[config.mk]
export PLATFORM = sky130hd
export DESIGN_NAME = elastic_pipe_chain
export DESIGN_NICKNAME = d
export VERILOG_FILES = /design/src/rtl/elastic_pipe_chain.sv
export SDC_FILE = /design/constraint.sdc
export NUM_CORES = 1
export LEC_CHECK = 0
export ABC_AREA = 1
export CORE_UTILIZATION = 58
export DETAILED_ROUTE_END_ITERATION = 7
export PLACE_DENSITY = 0.91
export SETUP_SLACK_MARGIN = 0.15
export SYNTH_ARGS = -nofsm -noshare
export SYNTH_HDL_FRONTEND = slang
export SYNTH_SLANG_ARGS = --single-unit
export TNS_END_PERCENT = 1
[constraint.sdc]
create_clock -name clk -period 8 [get_ports clk]
set_clock_uncertainty 0.2 [all_clocks]
set_input_delay 1.6 -clock clk [delete_from_list [all_inputs] [get_ports clk]]
set_output_delay 1.6 -clock clk [all_outputs]
set_load 0.02 [all_outputs]
[src/rtl/elastic_pipe_chain.sv]
// Purpose: STAGES-deep valid/ready register chain with global stall and per-stage flush (optional skid via ELASTIC_PIPE_SKID_EN).
// Latency: an item accepted at edge E is on out_data from edge E+STAGES-1; skid bypassed when empty, so latency unchanged.
// Backpressure: out_ready=0 holds the last stage, bubbles collapse upstream, in_ready drops only when every stage is full.
module elastic_pipe_chain #(
    parameter int  WIDTH  = 32,
    parameter int  STAGES = 4,
    localparam int CNT_W  = $clog2(STAGES + 2)
) (
    input  logic              clk,
    input  logic              reset,
    input  logic              in_valid,
    output logic              in_ready,
    input  logic [WIDTH-1:0]  in_data,
    output logic              out_valid,
    input  logic              out_ready,
    output logic [WIDTH-1:0]  out_data,
    input  logic              stall,
    input  logic [STAGES-1:0] flush_mask,
    output logic [CNT_W-1:0]  occupancy
);

    logic [STAGES-1:0] valid_q;
    logic [WIDTH-1:0]  data_q [STAGES];

    logic [STAGES-1:0] rdy;
    logic [STAGES-1:0] load;
    logic [STAGES-1:0] src_v;
    logic [WIDTH-1:0]  src_dat [STAGES];
    logic [STAGES-1:0] valid_n;
    logic [STAGES-1:0] wr_en;
    logic [CNT_W-1:0]  occ_n;

    logic              src0_valid;
    logic [WIDTH-1:0]  src0_data;
    logic              skid_cnt;

    // A stage can take a new item if the output drains or any stage at or after it holds a bubble
    always_comb begin
        rdy = '0;
        for (int i = 0; i < STAGES; i++) begin
            rdy[i] = out_ready;
            for (int j = i; j < STAGES; j++) begin
                if (!valid_q[j]) rdy[i] = 1'b1;
            end
        end
    end

    assign load = rdy & {STAGES{!stall}};

    // Each stage's source: the chain head (input or skid) for stage 0, the previous stage otherwise
    for (genvar g = 0; g < STAGES; g++) begin : g_src
        if (g == 0) begin : g_head
            assign src_v[g]   = src0_valid;
            assign src_dat[g] = src0_data;
        end else begin : g_link
            assign src_v[g]   = valid_q[g-1];
            assign src_dat[g] = data_q[g-1];
        end
    end

    // Next valid per stage; a flush empties the stage even if an item was arriving
    always_comb begin
        valid_n = '0;
        for (int i = 0; i < STAGES; i++) begin
            if (flush_mask[i])  valid_n[i] = 1'b0;
            else if (load[i])   valid_n[i] = src_v[i];
            else                valid_n[i] = valid_q[i];
        end
    end

    // Payload is only captured for real, surviving items so out_data never shows stale garbage
    assign wr_en = load & src_v & ~flush_mask;

`ifdef ELASTIC_PIPE_SKID_EN
    logic             skid_valid_q;
    logic [WIDTH-1:0] skid_data_q;
    logic             in_ready_q;
    logic             skid_valid_n;
    logic             accept;

    assign in_ready   = in_ready_q;
    assign accept     = in_valid & in_ready_q;
    // Skid holds the older item, so it always feeds stage 0 ahead of fresh input
    assign src0_valid = skid_valid_q | accept;
    assign src0_data  = skid_valid_q ? skid_data_q : in_data;

    // Skid fills when an accepted item cannot enter stage 0, drains when stage 0 loads
    always_comb begin
        skid_valid_n = 1'b0;
        if (flush_mask[0])     skid_valid_n = 1'b0;
        else if (skid_valid_q) skid_valid_n = !load[0];
        else                   skid_valid_n = accept & !load[0];
    end

    assign skid_cnt = skid_valid_n;

    // Skid entry and registered in_ready; in_ready stays low for the first cycle out of reset
    always_ff @(posedge clk) begin
        if (!reset) begin
            skid_valid_q <= 1'b0;
            skid_data_q  <= '0;
            in_ready_q   <= 1'b0;
        end else begin
            skid_valid_q <= skid_valid_n;
            if (accept && !load[0]) skid_data_q <= in_data;
            in_ready_q   <= !skid_valid_n;
        end
    end
`else
    assign in_ready   = load[0];
    assign src0_valid = in_valid;
    assign src0_data  = in_data;
    assign skid_cnt   = 1'b0;
`endif

    // Occupancy tracks the post-edge population of the chain plus the skid entry
    always_comb begin
        occ_n = CNT_W'(skid_cnt);
        for (int i = 0; i < STAGES; i++) begin
            occ_n = occ_n + CNT_W'(valid_n[i]);
        end
    end

    // Stage registers and occupancy; reset overrides stall, flush and handshake
    always_ff @(posedge clk) begin
        if (!reset) begin
            valid_q   <= '0;
            occupancy <= '0;
            for (int i = 0; i < STAGES; i++) data_q[i] <= '0;
        end else begin
            valid_q   <= valid_n;
            occupancy <= occ_n;
            for (int i = 0; i < STAGES; i++) begin
                if (wr_en[i]) data_q[i] <= src_dat[i];
            end
        end
    end

    assign out_valid = valid_q[STAGES-1] & !stall;
    assign out_data  = data_q[STAGES-1];

endmodule
* Word-level counts from Yosys, hierarchy flattened
Memory sizes are Yosys's and may differ from the RTL's. Index checks and enable logic that the tools add are counted.
Word-level totals: bits in writable memories 128, input port bits 41, register bits after elaboration 7, output and inout port bits 37, bits in latches 0, memories 1, ROM bits 0, logic and storage cells 51
Memory list:
- data_q | depth 4, bits a word 32, read ports 4, clocked after Yosys merged registers in 0, wr ports 4, RTL line 23 | logic [WIDTH-1:0] data_q [STAGES];
Cells by class: multiply operators 0, $add $sub $neg 3, divide/modulo/power cells 0, reduce and logical (&&, ||, !) cells 1, shifts and indexed selects 0, magnitude comparators 0, bitwise operators 9, muxes and demuxes 35, equal/unequal tests 0
Operators with widths (number):
- two-way mux 32 bit | 4
- two-way mux 1 bit | 31
- AND 4 bit | 3
- inverter 4 bit | 1
- bitwise OR 1 bit | 4
- adder 2 x 1 -> 3 bit | 1
- adder 3 x 1 -> 3 bit | 1
- adder 1 x 1 -> 2 bit | 1
- AND 1 bit | 1
- logical NOT 1 bit | 1

* Longest topological paths before layout
Gate-level depths: netlist (run 1).
depth after elaboration 11, mapped depth 13, depth with buffers taken out 13

* Worst setup path after synthesis (run 1)
Ideal clock, no wire load.
path kind input port to flip-flop, start point in out_ready, end point mem data_q[3][0] (enable), data arrival time 4171 ps, stages on the path 4, data required time 7334 ps, setup slack 3163 ps, buffers on the path 0, setup time 466 ps, cells stage by stage inv_1 > a21oi_1 > inv_1 > o21ai_0
RTL lines:
- start, declared | RTL line 15 | input logic out_ready,
- end, declared | RTL line 23

* Worst setup path after layout (run 1)
start point in out_ready, end point out in_ready
Between the ends: cells in the longest elaborated chain, start to end 5
Ends and longest elaborated chain:
- two-way mux 1 bit (4 in a row) | RTL line 43 | if (!valid_q[j]) rdy[i] = 1'b1;
- AND 4 bit | RTL line 48 | assign load = rdy & {STAGES{!stall}};
- end, declared | RTL line 12 | output logic in_ready,
Every way passes these cells.

==> results of run 1 <==
[registers in the layout, indices dropped and copies added (netlist names)]
register   cells
data_q       128
valid_q        4
occupancy      3
[metrics by stage]
step	utilization [%]	worst slack, ns	power, uW
2_1_floorplan	-	3.16	870
3_3_place_gp	68.7	3.16	905
3_5_place_dp	68.7	3.08	910
4_1_cts	75.4	3.08	1720
5_1_grt	75.4	3.04	1750
6_report	75.4	3.08	1710
[area by class of cell]
| class | count | area, sq um | area share, % |
|---|---|---|---|
| flip-flops and latches | 135 | 3980 | 56.9 |
| multi-input cells | 171 | 901 | 12.9 |
| repair buffers | 79 | 786 | 11.2 |
| clock inverters | 15 | 208 | 2.97 |
| well taps | 129 | 161 | 2.31 |
| inverters | 145 | 544 | 7.78 |
| clock buffers | 17 | 414 | 5.92 |
[cells in the final DEF, fill, tap and decap left out, types with 4 or more instances in the layout]
cell	instances
clkinv_1	5
inv_1	144
edfxtp_1	128
nand2_1	18
bufinv_16	5
dfxtp_1	7
nor2_4	20
nor2_2	11
clkdlybuf4s50_1	77
nand3_1	4
nor2_1	106
clkbuf_16	16
a21oi_1	4
[cells by family after synthesis]
kind of cell    count (synthesis)  share of synthesized area [%]
fa+ha+maj                       3                          0.810
buf+inv                       159                           12.2
compound gates                  5                          0.450
flops                         135                           71.6
simple gates                  163                           14.9
[power groups by stage]
stage | logic [uW] | clock network (uW) | registers, uW
detailed placement | 82.1 | 0 | 828
global route | 92.3 | 844 | 817
global placement | 78.9 | 0 | 826
floorplan | 35.9 | 0 | 834
finish | 84.2 | 810 | 814
CTS | 84.9 | 818 | 815
[worst max-delay path by stage]
stage / startpoint / endpoint / slack, ns / depth (start not counted)
5_1_grt: out_ready / in_ready / 3.04 / 6
3_3_place_gp: out_ready / in_ready / 3.16 / 6
6_report: out_ready / in_ready / 3.08 / 6
3_5_place_dp: out_ready / in_ready / 3.08 / 6
2_1_floorplan: out_ready / data_q[3][0] / 3.16 / 4
4_1_cts: out_ready / in_ready / 3.08 / 6
[metal layers]
layer	up-vias	track usage [%]
met4	0	11.3
met1	1383	21.8
li1	1567	-
met5	-	0
met3	14	5.50
met2	112	35.1
[critical path: cells and delay by family]
kind          cells  cell delay (ns)
buf+inv           3             1.15
simple gates      3             0.37
==> flow_metrics.tcl, run 1 <==
set metrics [dict create \
    status "complete, no violations" \
    placed_cell_area_sq_mm 0.00638 \
    syn_inst 465 \
    cp_slowest_cell "clkdlybuf4s50_1" \
    antenna_left 0 \
    dr_total_vias 3076 \
    yosysSeqAreaShare_pct 71.6 \
    gp_congestion 0.837 \
    routed_wl_mm 9.11 \
    r2r_cells 12 \
    ys_types 20 \
    power.density_mw_per_mm2 244 \
    clk_pin_slew_worst_paths_ns 0.06 \
    reg2reg_from "valid_q[3]" \
    tns_ns 0 \
    post_cts.repair.setup_buffers 0 \
    slew_headroom_pct 17.5 \
    max_freq_mhz 203 \
    cp_common_cell "clkdlybuf4s50_1" \
    overflow 0 \
    clock_latency_ns 0.51 \
    fp.coreArea_sq_mm 0.00928 \
    p_seq_share_pct 47.7 \
    rows 35 \
    final_area_sq_mm 0.00700 \
    p_int_uw 1370 \
    hold_slack_ns 0.340 \
    min_period_over_period_pct 61.5 \
    post_layout_nonfiller_instances 691 \
    synth-edff-count 128 \
    io_pins 78 \
    yosys_warnings 0 \
    synth_flop_cell "edfxtp_1" \
    slew_viol_final 0 \
    clk_path_buf_depth 2 \
    cts_made_buffers 17 \
    start_kind "input port" \
    worst_ir_drop_vdd_uv 156 \
    top_signal_layer_used "met4" \
    synth_most_common_cell "inv_1" \
    die_h_microns 99.9 \
    fp.dieW_microns 99.9 \
    ys_ff_latch 135 \
    holdPathEnd "data_q[1][10]" \
    drive_gt1_share_pct 11.7 \
    start_util_pct 59.9 \
    routedWlPerCell_microns 13.2 \
    hold_depth 2 \
    fp.dieArea_sq_mm 0.00998 \
    drc 0 \
    ctsResizeCount 0 \
    comb_power_share_pct 4.9 \
    timing.rr.end "occupancy[1]" \
    path_cells "clkdlybuf4s50_1, inv_1, nand3_2, nand2_1, nand3_1, clkdlybuf4s50_1" \
    drtIter0Drc 133 \
    viasPerCell 4.45 \
    placed_cells 659 \
    setup_viol 0 \
    nFillCells 558 \
    worstPathMaxFanout 4 \
    max-cap-violations 0 \
    worst_slew_pin_slew_ns 1.23 \
    reg2reg_slack_ns 5.56 \
    async_flop_share_pct 0 \
    cts_tree "done" \
    wl_met1_mm 3.71 \
    drt_first_pass_iters 5 \
    place_hpwl_mm 5.29 \
    grt_use_total_pct 19.9 \
    synth_commonest_cells "144 x inv_1, 128 x edfxtp_1, 106 x nor2_1" \
    synth_area_sq_mm 0.00556 \
    wl_met3_microns 360 \
    grt_pass1_vias 3141 \
    crit_type "input port to primary output" \
    crit_required_ns 6.20 \
    syn_to_final_growth_pct 25.9 \
    power_frac_clock_pct 47.4 \
    clock-sinks 135 \
    grt_pass1_wl_mm 14.7 \
    finalNetCount 593 \
    slowest_delay_ns 0.63 \
    ctsHoldBuffers 0 \
    cellLeakagePower_uw 0.00291 \
    synth_top_area_share_pct 69.1 \
    power.net_switching_uw 335 \
    io_buffers 77 \
    syn_avg_cell_area_sq_um 12.0 \
    hold_class "register to register" \
    grt_max_degree 33 \
    grt_setup_unrepaired "false" \
    root_buffer "clkbuf_8" \
    synth.area.top_cells "edfxtp_1 69%, inv_1 9.7%, nor2_1 7.2%" \
    synth_nets 509 \
    antenna_cells 0 \
    cp-end-kind "primary output" \
    grt_antenna_before_repair 0 \
    wl_met2_mm 4.91 \
    worst_ep_arrival_time_ns 3.12 \
    swShare_pct 19.6 \
    htree_levels 4 \
    yosys.area.top_type "edfxtp_1" \
    hp-start "data_q[0][10]" \
    hold_viol 0 \
    finalCriticalPeriod_ns 4.92 \
]
Power figures use the tool's default switching activity.
==> run 2, diff against run 1 <==
- CORE_UTILIZATION: 58 -> 54
- PLACE_DENSITY: 0.91 -> 0.86
- clock period: 8 -> 4.8 ns (I/O delays scaled with it)
==> flow_metrics.tcl, run 2 (same netlist as run 1, synthesis figures left out) <==
set metrics [dict create \
    status "complete, no violations" \
    die_h_microns 103 \
    cts_made_buffers 17 \
    comb_power_share_pct 5.3 \
    ctsHoldBuffers 0 \
    hold_class "register to register" \
    routedWlPerCell_microns 10.7 \
    hold_depth 2 \
    start_kind "input port" \
    io_pins 78 \
    syn_to_final_growth_pct 24.0 \
    p_seq_share_pct 52.4 \
    rows 36 \
    power_frac_clock_pct 42.4 \
    grt_antenna_before_repair 0 \
    antenna_cells 0 \
    setup_viol 0 \
    worst_ep_arrival_time_ns 2.49 \
    post_cts.repair.setup_buffers 0 \
    multi_input_area_sq_um 901 \
    clock_latency_ns 0.51 \
    reg2reg_slack_ns 2.42 \
    nFillCells 634 \
    mostFrequentLayoutCells "144 x inv_1, 128 x edfxtp_1, 106 x nor2_1" \
    viasPerCell 4.25 \
    regMostFlops "data_q" \
    placed_cell_area_sq_mm 0.00638 \
    drt_first_pass_iters 4 \
    largestRegisters "data_q x128, valid_q x4, occupancy x3" \
    slew_viol_final 0 \
    htree_levels 4 \
    grt_use_met3_pct 5.71 \
    clk_path_buf_depth 2 \
    root_buffer "clkbuf_8" \
    swShare_pct 19.9 \
    power.density_mw_per_mm2 376 \
    clk_pin_slew_worst_paths_ns 0.05 \
    cts_tree "done" \
    tns_ns 0 \
    gp_congestion 0.830 \
    drive_gt1_share_pct 11.2 \
    fp.coreArea_sq_mm 0.00986 \
    grt_max_degree 33 \
    slew_headroom_pct 17.4 \
    grt_setup_unrepaired "false" \
    max-cap-violations 0 \
    finalNetCount 593 \
    cellLeakagePower_uw 0.00287 \
    grt_pass1_vias 2797 \
    seq_area_sq_mm 0.00398 \
    hp-start "data_q[0][26]" \
    max_freq_mhz 274 \
    overflow 0 \
    crit_required_ns 3.64 \
    grt_busiest_layer "met2" \
    antenna_left 0 \
    fp.dieW_microns 103 \
    grt_pass1_wl_mm 12.4 \
    cp-end-kind "primary output" \
    drtIter0Drc 81 \
    largest_reg_flops 128 \
    start_util_pct 56.4 \
    holdPathEnd "data_q[1][26]" \
    gr-usage-met1_pct 18.9 \
    reg2reg_from "valid_q[3]" \
    worstPathMaxFanout 4 \
    grt_use_total_pct 15.7 \
    final_common_cell "inv_1" \
    place_hpwl_mm 4.97 \
    power.net_switching_uw 516 \
    finalCriticalPeriod_ns 3.65 \
    timing.rr.end "occupancy[1]" \
    drc 0 \
    fp.dieArea_sq_mm 0.0107 \
    io_buffers 77 \
    min_period_over_period_pct 76.0 \
    clock-sinks 135 \
    final_area_sq_mm 0.00689 \
    worst_ir_drop_vdd_uv 186 \
    hold_viol 0 \
    p_int_uw 2070 \
    ctsResizeCount 0 \
    r2r_cells 12 \
    crit_type "input port to primary output" \
    use_met2_pct 25.6 \
    routed_wl_mm 7.45 \
    dr_total_vias 2956 \
    worst_slew_pin_slew_ns 1.24 \
]
## run 2: how the worst max path moves through the flow
stage	from	endpoint	cells past startpoint	slack, ns
5_1_grt	out_ready	in_ready	6	1.09
2_1_floorplan	out_ready	data_q[3][0]	4	0.60
6_report	out_ready	in_ready	6	1.15
3_3_place_gp	out_ready	in_ready	6	1.23
3_5_place_dp	out_ready	in_ready	6	1.18
4_1_cts	out_ready	in_ready	6	1.16
## run 2: area by class of cell
class | count | share of cell area (%)
Tap cell | 133 | 2.41
Clock inverter | 12 | 1.25
Clock buffer | 20 | 6.17
Sequential cell | 135 | 57.8
Timing Repair Buffer | 79 | 11.4
Multi-Input combinational cell | 171 | 13.1
Inverter | 145 | 7.90
## run 2: worst max-delay path, cell delays in order
cell             delay [ns]
clkdlybuf4s50_1        0.47
inv_1                  0.07
nand3_2                0.08
nand2_1                0.11
nand3_1                0.16
clkdlybuf4s50_1        0.63
## run 2: per-stage QoR
stage               setup WS, ns  hold slack (ns)  total power, uW  utilization [%]  instances
finish                      1.15            0.344             2590             69.9        695
floorplan                  0.603            0.305             1450                -        465
global route                1.09            0.372             2680             69.9        695
CTS                         1.16            0.347             2610             69.9        695
global placement            1.23            0.328             1510             64.7        663
detailed placement          1.18            0.331             1520             64.7        663
## run 2: power by group through the flow
| stage | registers [uW] | clock network, uW | logic [uW] |
|---|---|---|---|
| after floorplan | 1390 | 0 | 59.9 |
| after global placement | 1380 | 0 | 132 |
| after detailed placement | 1380 | 0 | 136 |
| after CTS | 1360 | 1110 | 138 |
| after global routing | 1360 | 1170 | 152 |
| final | 1360 | 1100 | 136 |
## run 2: metal layers
metal  routed length (microns)  up-vias  share of wire, %
li1                          -     1568                 -
met1                      3230     1279                43
met2                      3640       94                49
met3                       428       15               5.7
met4                       148        0               2.0
met5                         0        -                 0
